**src/rtl/misr_pkg.sv**
```systemverilog
// rtl/misr_pkg.sv - shared types, defaults and the MISR step function
package misr_pkg;

  typedef enum logic [1:0] {
    IDLE = 2'd0,
    RUN  = 2'd1,
    DONE = 2'd2
  } misr_state_t;

  localparam logic [31:0] DEFAULT_POLY32 = 32'h04C11DB7;
  localparam int          MISR_MAX_W     = 64;

  // Galois step on a register of `width` bits (width <= MISR_MAX_W), zero-extended operands
  function automatic logic [MISR_MAX_W-1:0] misr_step(
    input logic [MISR_MAX_W-1:0] r,
    input logic [MISR_MAX_W-1:0] din,
    input logic [MISR_MAX_W-1:0] poly,
    input int                    width
  );
    logic [MISR_MAX_W-1:0] mask;
    logic [MISR_MAX_W-1:0] nxt;
    mask = (width >= MISR_MAX_W) ? '1 : ((MISR_MAX_W'(1) << width) - MISR_MAX_W'(1));
    nxt  = (r << 1) ^ din;
    if (r[width-1]) nxt = nxt ^ poly;
    return nxt & mask;
  endfunction

endpackage

```
**src/rtl/misr_lane.sv**
```systemverilog
// rtl/misr_lane.sv - one MISR lane register with seed load and compaction step
module misr_lane
  import misr_pkg::*;
#(
  parameter int               WIDTH = 32,
  parameter logic [WIDTH-1:0] POLY  = DEFAULT_POLY32[WIDTH-1:0],
  parameter logic [WIDTH-1:0] SEED  = '0
) (
  input  logic             clk,
  input  logic             rst,
  input  logic             load,
  input  logic             step,
  input  logic [WIDTH-1:0] din,
  output logic [WIDTH-1:0] r
);

  // load wins over step; the top never asserts both in one cycle anyway
  always_ff @(posedge clk) begin
    if (rst) begin
      r <= '0;
    end else if (load) begin
      r <= SEED;
    end else if (step) begin
      r <= WIDTH'(misr_step(MISR_MAX_W'(r), MISR_MAX_W'(din), MISR_MAX_W'(POLY), WIDTH));
    end
  end

endmodule

```
**src/rtl/misr_compactor.sv**
```systemverilog
// rtl/misr_compactor.sv - multi-lane MISR with run FSM and golden compare; MISR_XMASK_EN adds lane_mask
module misr_compactor
  import misr_pkg::*;
#(
  parameter int               WIDTH  = 32,
  parameter int               NUM_CH = 4,
  parameter logic [WIDTH-1:0] POLY   = DEFAULT_POLY32[WIDTH-1:0],
  parameter logic [WIDTH-1:0] SEED   = '0,
  parameter int               CNT_W  = 16
) (
  input  logic                    clk,
  input  logic                    rst,
  input  logic                    start,
  input  logic                    abort,
  input  logic [CNT_W-1:0]        num_patterns,
  input  logic [WIDTH-1:0]        golden,
  input  logic                    resp_valid,
  input  logic [NUM_CH*WIDTH-1:0] resp_data,
`ifdef MISR_XMASK_EN
  input  logic [NUM_CH-1:0]       lane_mask,
`endif
  output logic                    resp_ready,
  output logic [WIDTH-1:0]        signature,
  output logic [CNT_W-1:0]        pattern_cnt,
  output logic                    busy,
  output logic                    done,
  output logic                    pass,
  output logic                    fail
);

  misr_state_t      state;
  logic [CNT_W-1:0] target;
  logic [CNT_W-1:0] cnt_inc;
  logic             done_q;
  logic             pass_q;
  logic             fail_q;
  logic             accept;
  logic             load;
  logic             match;

  logic [WIDTH-1:0] lane_din [NUM_CH];
  logic [WIDTH-1:0] lane_r   [NUM_CH];

  assign accept  = resp_valid && (state == RUN) && !abort;
  assign load    = start && !abort && (state != RUN);
  assign cnt_inc = pattern_cnt + CNT_W'(1);

  genvar k;
  generate
    for (k = 0; k < NUM_CH; k++) begin : g_lane
`ifdef MISR_XMASK_EN
      assign lane_din[k] = lane_mask[k] ? '0 : resp_data[k*WIDTH +: WIDTH];
`else
      assign lane_din[k] = resp_data[k*WIDTH +: WIDTH];
`endif
      misr_lane #(
        .WIDTH(WIDTH),
        .POLY (POLY),
        .SEED (SEED)
      ) u_lane (
        .clk (clk),
        .rst (rst),
        .load(load),
        .step(accept),
        .din (lane_din[k]),
        .r   (lane_r[k])
      );
    end
  endgenerate

  always_comb begin
    signature = '0;
    for (int i = 0; i < NUM_CH; i++) begin
      signature = signature ^ lane_r[i];
    end
  end

  assign match = (signature == golden);

  always_ff @(posedge clk) begin
    if (rst) begin
      state       <= IDLE;
      pattern_cnt <= '0;
      target      <= '0;
      done_q      <= 1'b0;
      pass_q      <= 1'b0;
      fail_q      <= 1'b0;
    end else begin
      done_q <= 1'b0;
      if (abort) begin
        state  <= IDLE;
        pass_q <= 1'b0;
        fail_q <= 1'b0;
      end else begin
        case (state)
          IDLE, DONE: begin
            // verdict is frozen from the first DONE cycle; a restart then clears it
            if (done_q) begin
              pass_q <= match;
              fail_q <= !match;
            end
            if (start) begin
              pattern_cnt <= '0;
              target      <= num_patterns;
              pass_q      <= 1'b0;
              fail_q      <= 1'b0;
              if (num_patterns == '0) begin
                state  <= DONE;
                done_q <= 1'b1;
              end else begin
                state <= RUN;
              end
            end
          end
          RUN: begin
            if (accept) begin
              pattern_cnt <= cnt_inc;
              if (cnt_inc == target) begin
                state  <= DONE;
                done_q <= 1'b1;
              end
            end
          end
          default: state <= IDLE;
        endcase
      end
    end
  end

  assign resp_ready = (state == RUN);
  assign busy       = (state == RUN);
  assign done       = done_q;
  assign pass       = done_q ? match  : pass_q;
  assign fail       = done_q ? !match : fail_q;

endmodule
```
**config.mk**
```make
export PLATFORM = sky130hd
export DESIGN_NAME = misr_compactor
export DESIGN_NICKNAME = d
export VERILOG_FILES = /design/src/rtl/misr_pkg.sv /design/src/rtl/misr_lane.sv /design/src/rtl/misr_compactor.sv
export SDC_FILE = /design/constraint.sdc
export NUM_CORES = 1
export LEC_CHECK = 0
export CORE_MARGIN = 3
export CORE_UTILIZATION = 50
export DETAILED_ROUTE_END_ITERATION = 10
export GPL_TIMING_DRIVEN = 0
export PLACE_DENSITY = 0.78
export RECOVER_POWER = 100
export SLEW_MARGIN = 20
export SYNTH_ARGS = -nofsm -noshare
export SYNTH_HDL_FRONTEND = slang
export SYNTH_SLANG_ARGS = --single-unit
export TNS_END_PERCENT = 5
```
**constraint.sdc**
```tcl
create_clock -name clk -period 4.54 [get_ports clk]
set_input_delay 0.454 -clock clk [delete_from_list [all_inputs] [get_ports clk]]
set_output_delay 0.454 -clock clk [all_outputs]
set_load 0.03 [all_outputs]
```
==> impl_metrics.py <==
metrics = {
    "worst_setup_path": {
        "startpoint_type": "flip-flop",
        "crit_top_cell": "xnor2_1",
        "ff2ff_setup_slack_ns": 1.57,
        "timing.rr.start": "pattern_cnt[0]",
        "worstSetupEndpointType": "output port",
        "slowest_stage": "dlygate4sd3_1",
        "cpLargestDelayFamily": "simple AND/OR/NAND/NOR gates",
        "critPathMaxStageDelay_ns": 0.75,
        "critical_path_peak_fanout": 4,
        "critical_path_buf_inv_count": 1,
        "critPathRequiredTime_ns": 4.09,
        "worstSetupPathDepth": 8,
        "path_cells": "xor2_1 > xnor2_1 > xnor2_1 > nand4_1 > nor4_1 > nand3_1 > o21ai_0 > dlygate4sd3_1",
        "cp_data_arrival_time_ns": 3.51,
        "rr_worst_depth": 8,
        "reg2reg_to": "state[0]",
        "critPathKind": "reg2out",
    },
    "cells_and_area": {
        "nets": 1523,
        "final_area_um2": 12400,
        "utilization_pct": 70.4,
        "stdcell_count": 1581,
        "drive_gt1_share_pct": 3.47,
        "final_cell_mix": "241 x xnor2_1, 206 x nor2_1, 177 x clkdlybuf4s50_1, 165 x dfxtp_1",
        "fillers": 1476,
        "areaGrowthSynthToFinish_pct": 35.1,
        "final_common_cell": "xnor2_1",
    },
    "yosys": {
        "synth_seq_area_share_pct": 35.9,
        "synth_edf_count": 0,
        "synth.ff_latch_count": 165,
        "synth_flop_cell": "dfxtp_1",
        "yosysUniqueCellTypes": 47,
        "ys_async_sr_fraction_pct": 0,
        "syn_area_per_cell_um2": 8.44,
        "synth_cells": 1090,
        "synth_area_um2": 9200,
        "yosys_warnings": 0,
        "syn_nets": 1272,
    },
    "die": {
        "ios": 234,
        "die_h_um": 142,
        "coreArea_um2": 17700,
        "dieWidth_um": 142,
        "start_util_pct": 52.1,
        "dieArea_um2": 20100,
        "fp-row-count": 48,
    },
    "clock_tree": {
        "cts_resized": 0,
        "cts.sinks": 165,
        "clk_pin_slew_ns": 0.06,
        "root_buffer": "clkbuf_16",
        "clockBufferDepth": 2,
        "cts_tree": "done",
        "clkLatencyLatePin_ns": 0.43,
        "cts_hold_buf": 0,
        "htreeDepth": 4,
        "postCtsSetupRepairBufs": 0,
        "numCtsBuffers": 17,
    },
    "min_path": {
        "min_from": "rst",
        "hold_path_depth": 2,
        "holdPathEnd": "target[9]",
        "hp-class": "in2reg",
    },
    "sta": {
        "rsz0062_at_grt": "no",
        "slew_headroom_pct": 37.8,
        "setup_viol": 0,
        "drv_slew": 0,
        "holdWs_ns": 0.401,
        "layout_worst_path_cycle_share_pct": 87.3,
        "fin_skew_ns": 0.00662,
        "max_freq_mhz": 252,
        "hold_viol": 0,
        "worst_pin_slew_ns": 0.933,
        "setup_tns_ns": 0,
        "min_period_ns": 3.96,
    },
    "route": {
        "drtIter0Drc": 631,
        "wl_mm": 29.9,
        "drt_pass1_iterations": 5,
        "routedWlPerCell_um": 18.9,
        "vias": 8549,
        "routed_via_density": 5.41,
        "drcViolationCount": 0,
        "antenna_left": 0,
    },
    "global_routing": {
        "grt.total_usage_pct": 29.5,
        "grt_remaining_overflow": 0,
        "antenna_found_initial": 1,
        "grt_max_degree": 17,
        "grt_pass1_vias": 8327,
        "grt_pass1_wl_mm": 45.8,
    },
    "placed_design": {
        "dp.cells": 1547,
        "placement.io_buffers": 232,
        "place_area_um2": 11800,
        "dp_hpwl_mm": 23.6,
        "place_congestion": 0.948,
    },
    "power_and_ir_drop": {
        "p_leak_uw": 0.00452,
        "p_per_area_nw_per_um2": 295,
        "irDropWorstVdd_mv": 0.317,
    },
    "job": {
        "maxCapViolCount": 0,
    },
    "status": {
        "outcome": "completed",
    },
}
==> cells by family (layout without fill, tap and decap cells) <==
| kind of cell | after synthesis | in the layout | synth area share, % |
|---|---|---|---|
| buf+inv | 76 | 340 | 3.25 |
| fa+ha+maj | 2 | 2 | 0.245 |
| compound gates | 200 | 200 | 13.7 |
| other cells | 0 | 2 | 0 |
| simple gates | 316 | 316 | 15.3 |
| xor+xnor | 329 | 329 | 31.3 |
| mux | 2 | 2 | 0.245 |
| flops | 165 | 165 | 35.9 |
==> cell type report <==
| class | count | area (µm²) | share of cell area, % |
|---|---|---|---|
| multi-input cells | 849 | 5590 | 45.0 |
| well taps | 225 | 282 | 2.26 |
| repair buffers | 232 | 2320 | 18.7 |
| clock buffers | 18 | 429 | 3.45 |
| clock inverters | 14 | 199 | 1.60 |
| plain buffers | 68 | 269 | 2.16 |
| flip-flops and latches | 165 | 3300 | 26.6 |
| inverters | 8 | 30.0 | 0.242 |
| diodes | 2 | 5.00 | 0.0403 |
==> worst max-delay path by stage <==
stage | from | to | slack (ns)
after floorplan | g_lane[2].u_lane.r[31] | pass | 1.88
after global placement | golden[21] | pass | 1.05
after detailed placement | golden[20] | pass | 0.97
after CTS | g_lane[0].u_lane.r[26] | pass | 0.56
after global routing | g_lane[3].u_lane.r[26] | pass | 0.48
final | g_lane[0].u_lane.r[26] | pass | 0.58
==> worst register-to-register path, cell delays in order (launching register included) <==
cell and delay (ns):
dfxtp_1 0.55, ha_1 0.34, nand4_1 0.27, nor3_1 0.39, xnor2_1 0.14, or3_1 0.33
a211oi_1 0.25, o2111ai_1 0.29, a31o_1 0.30
==> cells in the mapped netlist (3+ instances only) <==
cell type | instances | area (µm²)
a211oi_1 | 78 | 586
a21o_1 | 4 | 30.0
a21oi_1 | 88 | 440
a31oi_1 | 4 | 25.0
and3_1 | 3 | 18.8
buf_1 | 13 | 48.8
buf_2 | 5 | 25.0
clkbuf_1 | 48 | 180
dfxtp_1 | 165 | 3300
inv_1 | 8 | 30.0
nand2_1 | 44 | 165
nand3_1 | 10 | 50.1
nand4_1 | 8 | 50.1
nor2_1 | 206 | 773
nor2b_1 | 4 | 25.0
nor3_1 | 8 | 40.0
nor4_1 | 9 | 56.3
o21ai_0 | 12 | 60.1
or3_1 | 7 | 43.8
or4_1 | 3 | 22.5
xnor2_1 | 241 | 2110
xor2_1 | 88 | 771
==> per-stage QoR <==
step           power [µW]  setup WS (ns)
2_1_floorplan        1840           1.88
3_3_place_gp         2130           1.05
3_5_place_dp         2140          0.970
4_1_cts              3670          0.563
5_1_grt              3770          0.483
6_report             3660          0.578
==> per-layer routing <==
| metal | vias up | track usage (%) | routed length (µm) |
|---|---|---|---|
| li1 | 4133 | - | - |
| met1 | 3983 | 38.2 | 12400 |
| met2 | 377 | 49.5 | 14400 |
| met3 | 56 | 5.83 | 2180 |
| met4 | 0 | 9.24 | 889 |
| met5 | - | 0 | 0 |
==> report_power, final <==
group / switching, µW / internal, µW
registers: 30.6 / 1470
logic: 289 / 312
clock network: 630 / 927
==> state kept, by name, indices dropped and copies added, names as in the netlist <==
| name | count |
|---|---|
| pattern_cnt | 16 |
| pass_q | 1 |
| g_lane.u_lane.r | 128 |
| fail_q | 1 |
| state | 2 |
| done | 1 |
| target | 16 |
No activity file was read; power rests on OpenSTA's default activity.
